--- src/rtl/hex_ascii_to_binary.sv ---
// ---------------------------------------------------------------------------
// hex_ascii_to_binary
//
// Purpose:
//   Collects a stream of ASCII hexadecimal characters, most-significant nibble
//   first, and assembles every eight digits into one 32-bit binary word. The
//   word is then offered downstream with a valid/ready handshake. Upper-case and
//   lower-case letters are both accepted. Any other character is rejected. A
//   rejected character discards the partial word, pulses err for one cycle and
//   is kept in err_char.
//
// Ports:
//   clk        in   1  system clock, all state updates on the rising edge
//   rst        in   1  synchronous active-high reset
//   char_in    in   8  ASCII character offered
//   char_valid in   1  char_in is offered this cycle
//   char_ready out  1  a character can be accepted this cycle
//   word_out   out 32  assembled binary word
//   word_valid out  1  word_out holds a complete, unconsumed word
//   word_ready in   1  downstream consumes word_out this cycle
//   digit_cnt  out  4  hex digits accumulated in the current word (0..8)
//   err        out  1  one-cycle pulse: an invalid character was rejected
//   err_char   out  8  last invalid character received
// ---------------------------------------------------------------------------
module hex_ascii_to_binary (
  input  logic        clk,
  input  logic        rst,
  input  logic [7:0]  char_in,
  input  logic        char_valid,
  output logic        char_ready,
  output logic [31:0] word_out,
  output logic        word_valid,
  input  logic        word_ready,
  output logic [3:0]  digit_cnt,
  output logic        err,
  output logic [7:0]  err_char
);

  // ACCUM collects digits. HOLD means a completed word is waiting for the consumer.
  typedef enum logic {
    ACCUM = 1'b0,
    HOLD  = 1'b1
  } state_t;

  state_t      state_q, state_d;
  logic [31:0] shift_q, shift_d;
  logic [31:0] word_q, word_d;
  logic [3:0]  cnt_q, cnt_d;
  logic        err_q, err_d;
  logic [7:0]  err_char_q, err_char_d;

  logic        is_hex;
  logic [3:0]  nibble;
  logic        char_fire;
  logic        word_fire;
  logic [31:0] shifted;

  // Character decode. A letter's value is its low ASCII nibble plus nine.
  // This works for both 'A'..'F' (0x41..0x46) and 'a'..'f' (0x61..0x66).
  always_comb begin
    is_hex = 1'b0;
    nibble = 4'd0;
    if (char_in >= 8'h30 && char_in <= 8'h39) begin
      is_hex = 1'b1;
      nibble = char_in[3:0];
    end else if ((char_in >= 8'h41 && char_in <= 8'h46) ||
                 (char_in >= 8'h61 && char_in <= 8'h66)) begin
      is_hex = 1'b1;
      nibble = char_in[3:0] + 4'd9;
    end
  end

  // The handshake signals come only from the registered state.
  // Because of this, char_ready does not depend combinationally on any input.
  assign char_ready = (state_q == ACCUM);
  assign word_valid = (state_q == HOLD);
  assign char_fire  = char_valid && char_ready;
  assign word_fire  = word_valid && word_ready;
  assign shifted    = {shift_q[27:0], nibble};

  // Next-state logic.
  // - In ACCUM, an accepted digit shifts into the register.
  // - The eighth digit goes straight into word_out instead, and the block
  //   moves to HOLD. This gives word_valid the cycle after the last digit.
  // - An accepted invalid character flushes the partial word and stays in ACCUM.
  always_comb begin
    state_d    = state_q;
    shift_d    = shift_q;
    word_d     = word_q;
    cnt_d      = cnt_q;
    err_d      = 1'b0;
    err_char_d = err_char_q;

    case (state_q)
      ACCUM: begin
        if (char_fire) begin
          if (is_hex) begin
            if (cnt_q == 4'd7) begin
              word_d  = shifted;
              shift_d = 32'd0;
              cnt_d   = 4'd0;
              state_d = HOLD;
            end else begin
              shift_d = shifted;
              cnt_d   = cnt_q + 4'd1;
            end
          end else begin
            err_d      = 1'b1;
            err_char_d = char_in;
            shift_d    = 32'd0;
            cnt_d      = 4'd0;
          end
        end
      end
      HOLD: begin
        // word_out is left untouched here. It keeps the consumed value
        // until the next word completes.
        if (word_fire) begin
          state_d = ACCUM;
        end
      end
      default: begin
        state_d = ACCUM;
      end
    endcase
  end

  // State registers. Reset wins over every handshake.
  // This means a partial or pending word is simply dropped.
  always_ff @(posedge clk) begin
    if (rst) begin
      state_q    <= ACCUM;
      shift_q    <= 32'd0;
      word_q     <= 32'd0;
      cnt_q      <= 4'd0;
      err_q      <= 1'b0;
      err_char_q <= 8'd0;
    end else begin
      state_q    <= state_d;
      shift_q    <= shift_d;
      word_q     <= word_d;
      cnt_q      <= cnt_d;
      err_q      <= err_d;
      err_char_q <= err_char_d;
    end
  end

  assign word_out  = word_q;
  assign digit_cnt = cnt_q;
  assign err       = err_q;
  assign err_char  = err_char_q;

endmodule

--- config.mk ---
export PLATFORM = sky130hd
export DESIGN_NAME = hex_ascii_to_binary
export DESIGN_NICKNAME = d
export VERILOG_FILES = /design/src/rtl/hex_ascii_to_binary.sv
export SDC_FILE = /design/constraint.sdc
export NUM_CORES = 1
export LEC_CHECK = 0
export ABC_AREA = 1
export BUFFER_PORTS_ARGS = -buffer_cell sky130_fd_sc_hd__buf_4
export CORE_AREA = 2 2 76 78
export CTS_CLUSTER_DIAMETER = 60
export DETAILED_ROUTE_END_ITERATION = 10
export DIE_AREA = 0 0 78 80
export HOLD_SLACK_MARGIN = 0.03
export PLACE_DENSITY = 0.82
export SETUP_SLACK_MARGIN = 0.1
export SYNTH_ARGS = -nofsm -noshare
export SYNTH_HDL_FRONTEND = slang
export SYNTH_SLANG_ARGS = --single-unit
--- constraint.sdc ---
create_clock -name clk -period 2.3 [get_ports clk]
set_clock_uncertainty 0.2 [all_clocks]
set_input_delay 0.23 -clock clk [delete_from_list [all_inputs] [get_ports clk]]
set_output_delay 0.23 -clock clk [all_outputs]
set_load 0.1 [all_outputs]
==> results.toml <==
[critical_path]
crit_arrival_ps = 2080
cp-endpoint = "word_out[0]"
r2r_start = "digit_cnt[0]"
rr_worst_depth = 6
startpoint_type = "primary input"
required_ps = 2340
path_class = "in -> reg"
critPathCaptureType = "flop"
r2r-end = "shift_q[1]"
rrSetupSlack_ps = 430
crit_path_start = "char_in[7]"
cp_max_fo = 29

[flow_run]
max_cap_violations = 0

[yosys]
post-synth-top-count-cell = "nand2_1"
synth_nets = 456
synth_seq_area_share_pct = 47.9
netlist.area_leader.share_pct = 47.9
async_flop_share_pct = 0
synth_top_flop_cell = "dfxtp_1"
syn_avg_cell_area_sq_um = 7.03
synth_warnings = 0
yosys-top-cells-area = "dfxtp_1 48%, nand2_1 16%, nor2_1 8.9%"
synth_common_cells = "131 x nand2_1, 74 x dfxtp_1, 73 x nor2_1"
ys_seq_elements = 74
synth_cell_type_count = 21
syn-cell-area_sq_um = 3090
yosysTopAreaCell = "dfxtp_1"
syn_inst = 440
synth_edf_count = 0

[global_routing]
grt-ovfl-total = 0
grt_antenna_before_repair = 0
grt_use_met2_pct = 40.3
grt_usage_pct = 23.0
use_met1_pct = 27.1
grt_max_degree = 34
grt_pass1_vias = 2659
use_met3_pct = 5.77
grt.busiest_layer = "met2"
grt_pass1_wl_microns = 11500

[layout]
seqCellArea_sq_um = 1490
fillers = 443
final_util_pct = 72.0
fin_nets = 520
diodes = 0
multi_input_area_sq_um = 1340
area_growth_pct = 25.8
drive_above_1_share_pct = 19.1

[timing]
finalSetupViolCount = 0
hold_ws_ps = 65.9
maxSlewViolCount = 0
rsz0062_at_grt = "false"
max_freq_ghz = 0.490
fin_crit_sh_pct = 88.7
relSlewSlack_pct = 57.3
tns_ps = 0
worst_slew_pin_slew_ps = 639
hold_viol = 0
min_period_ps = 2040

[clocking]
cts-root-buf = "clkbuf_8"
cts_made_buffers = 9
clk_latency_ps = 340
h-tree-depth = 3
cts.clk_slew.worst_paths_ps = 70
clockBufferDepth = 2
cts_sinks = 74
cts_tree = "built"

[floorplanning]
fp-row-count = 27
ios = 59
chipWidth_microns = 78
chipHeight_microns = 80
fp.coreArea_sq_um = 5410
initial_utilization_pct = 57.2
die_area_sq_um = 6240

[route]
wire_per_inst_microns = 11.6
drc = 0
postRouteAntennaNets = 0
drt_iter0_drc = 265
first_pass_iters = 4
viasPerCell = 4.90
vias = 2844
wirelength_microns = 6730

[outcome]
status = "finished, final reports clean"

[worst_hold_path]
hold_class = "in -> reg"

[pwr]
powerDensity_nw_per_um2 = 622
peakVddDrop_v = 0.000453
leakage_nw = 1.95

[place]
portBuffers = 58
dp_hpwl_microns = 4290
gp_congestion = 0.821
## critical path, cell delays in order
cell and delay, ps:
dlygate4sd3_1 540, buf_4 140, nor2_1 100, nand2_1 70, nor2_2 160, nand2_1 150, nand2_2 130, buf_6 240
nand3b_1 130, nor2_1 130, nor2_1 70
## placed cells by master (no fill, tap or decap), drive strengths merged, types with 3 or more instances in the layout
| cell type | count |
|---|---|
| inv | 43 |
| dlygate4sd3 | 9 |
| nor2 | 76 |
| o21ai | 4 |
| buf | 66 |
| dfxtp | 74 |
| nand2 | 133 |
| xor2 | 3 |
| nand3 | 44 |
| a21oi | 32 |
| clkbuf | 11 |
| clkinv | 3 |
| ha | 4 |
| clkinvlp | 3 |
## cell type report
class | instances | area share, %
sequential | 74 | 38.2
clock buffer | 11 | 3.63
tap | 72 | 2.31
timing repair buffer | 75 | 16.4
inverter | 44 | 4.34
multi-input combinational | 300 | 34.4
clock inverter | 5 | 0.771
## per-layer routing
metal / wire length (microns) / share of wire, % / vias to the layer above
li1: - / - / 1479
met5: 0 / 0 / -
met1: 2960 / 44 / 1291
met4: 97 / 1.4 / 0
met3: 402 / 6.0 / 11
met2: 3270 / 49 / 63
## timing repair
item,in CTS,in global routing
endpoints found under the setup margin,0,56
gates resized for setup,0,4
hold endpoints to repair,9,0
hold buffers,9,0
buffers inserted,0,1
## worst min path at each step
stage / from / end / depth (start not counted)
finish: char_in[3] / word_out[3] / 5
global route: char_in[3] / word_out[3] / 5
CTS: char_in[3] / word_out[3] / 5
detailed placement: char_in[6] / err_char[6] / 3
global placement: char_in[5] / err_char[5] / 3
floorplan: char_in[0] / err_char[0] / 2
## report_power, final
part	internal, mW	switching [mW]	leakage [nW]
clock	0.415	0.473	0.0851
combinational	0.0615	0.171	1.26
sequential	1.29	0.00750	0.599
total	1.77	0.651	1.95
## stage by stage
stage	worst slack, ps	area [sq um]	std cells	power, mW
after floorplan	148	3100	440	1.48
after global placement	148	3590	554	1.54
after detailed placement	111	3590	554	1.54
after CTS	100	3850	579	2.42
after global routing	113	3890	581	2.50
final	259	3890	581	2.42
## state kept, by name (all words and copies together), names as in the netlist
| name | flops |
|---|---|
| word_out | 32 |
| shift_q | 28 |
| err_char | 8 |
| digit_cnt | 4 |
| err | 1 |
| word_valid | 1 |
## cell families (layout without fill, tap and decap cells)
logic type      Yosys count  in the layout  synth area share [%]
buf+inv                  67            135                  9.58
simple gates            256            257                  34.2
fa+ha+maj                 4              4                  1.62
flops                    74             74                  47.9
xor+xnor                  3              3                 0.849
compound gates           36             36                  5.82
Power figures use the tool's default switching activity.
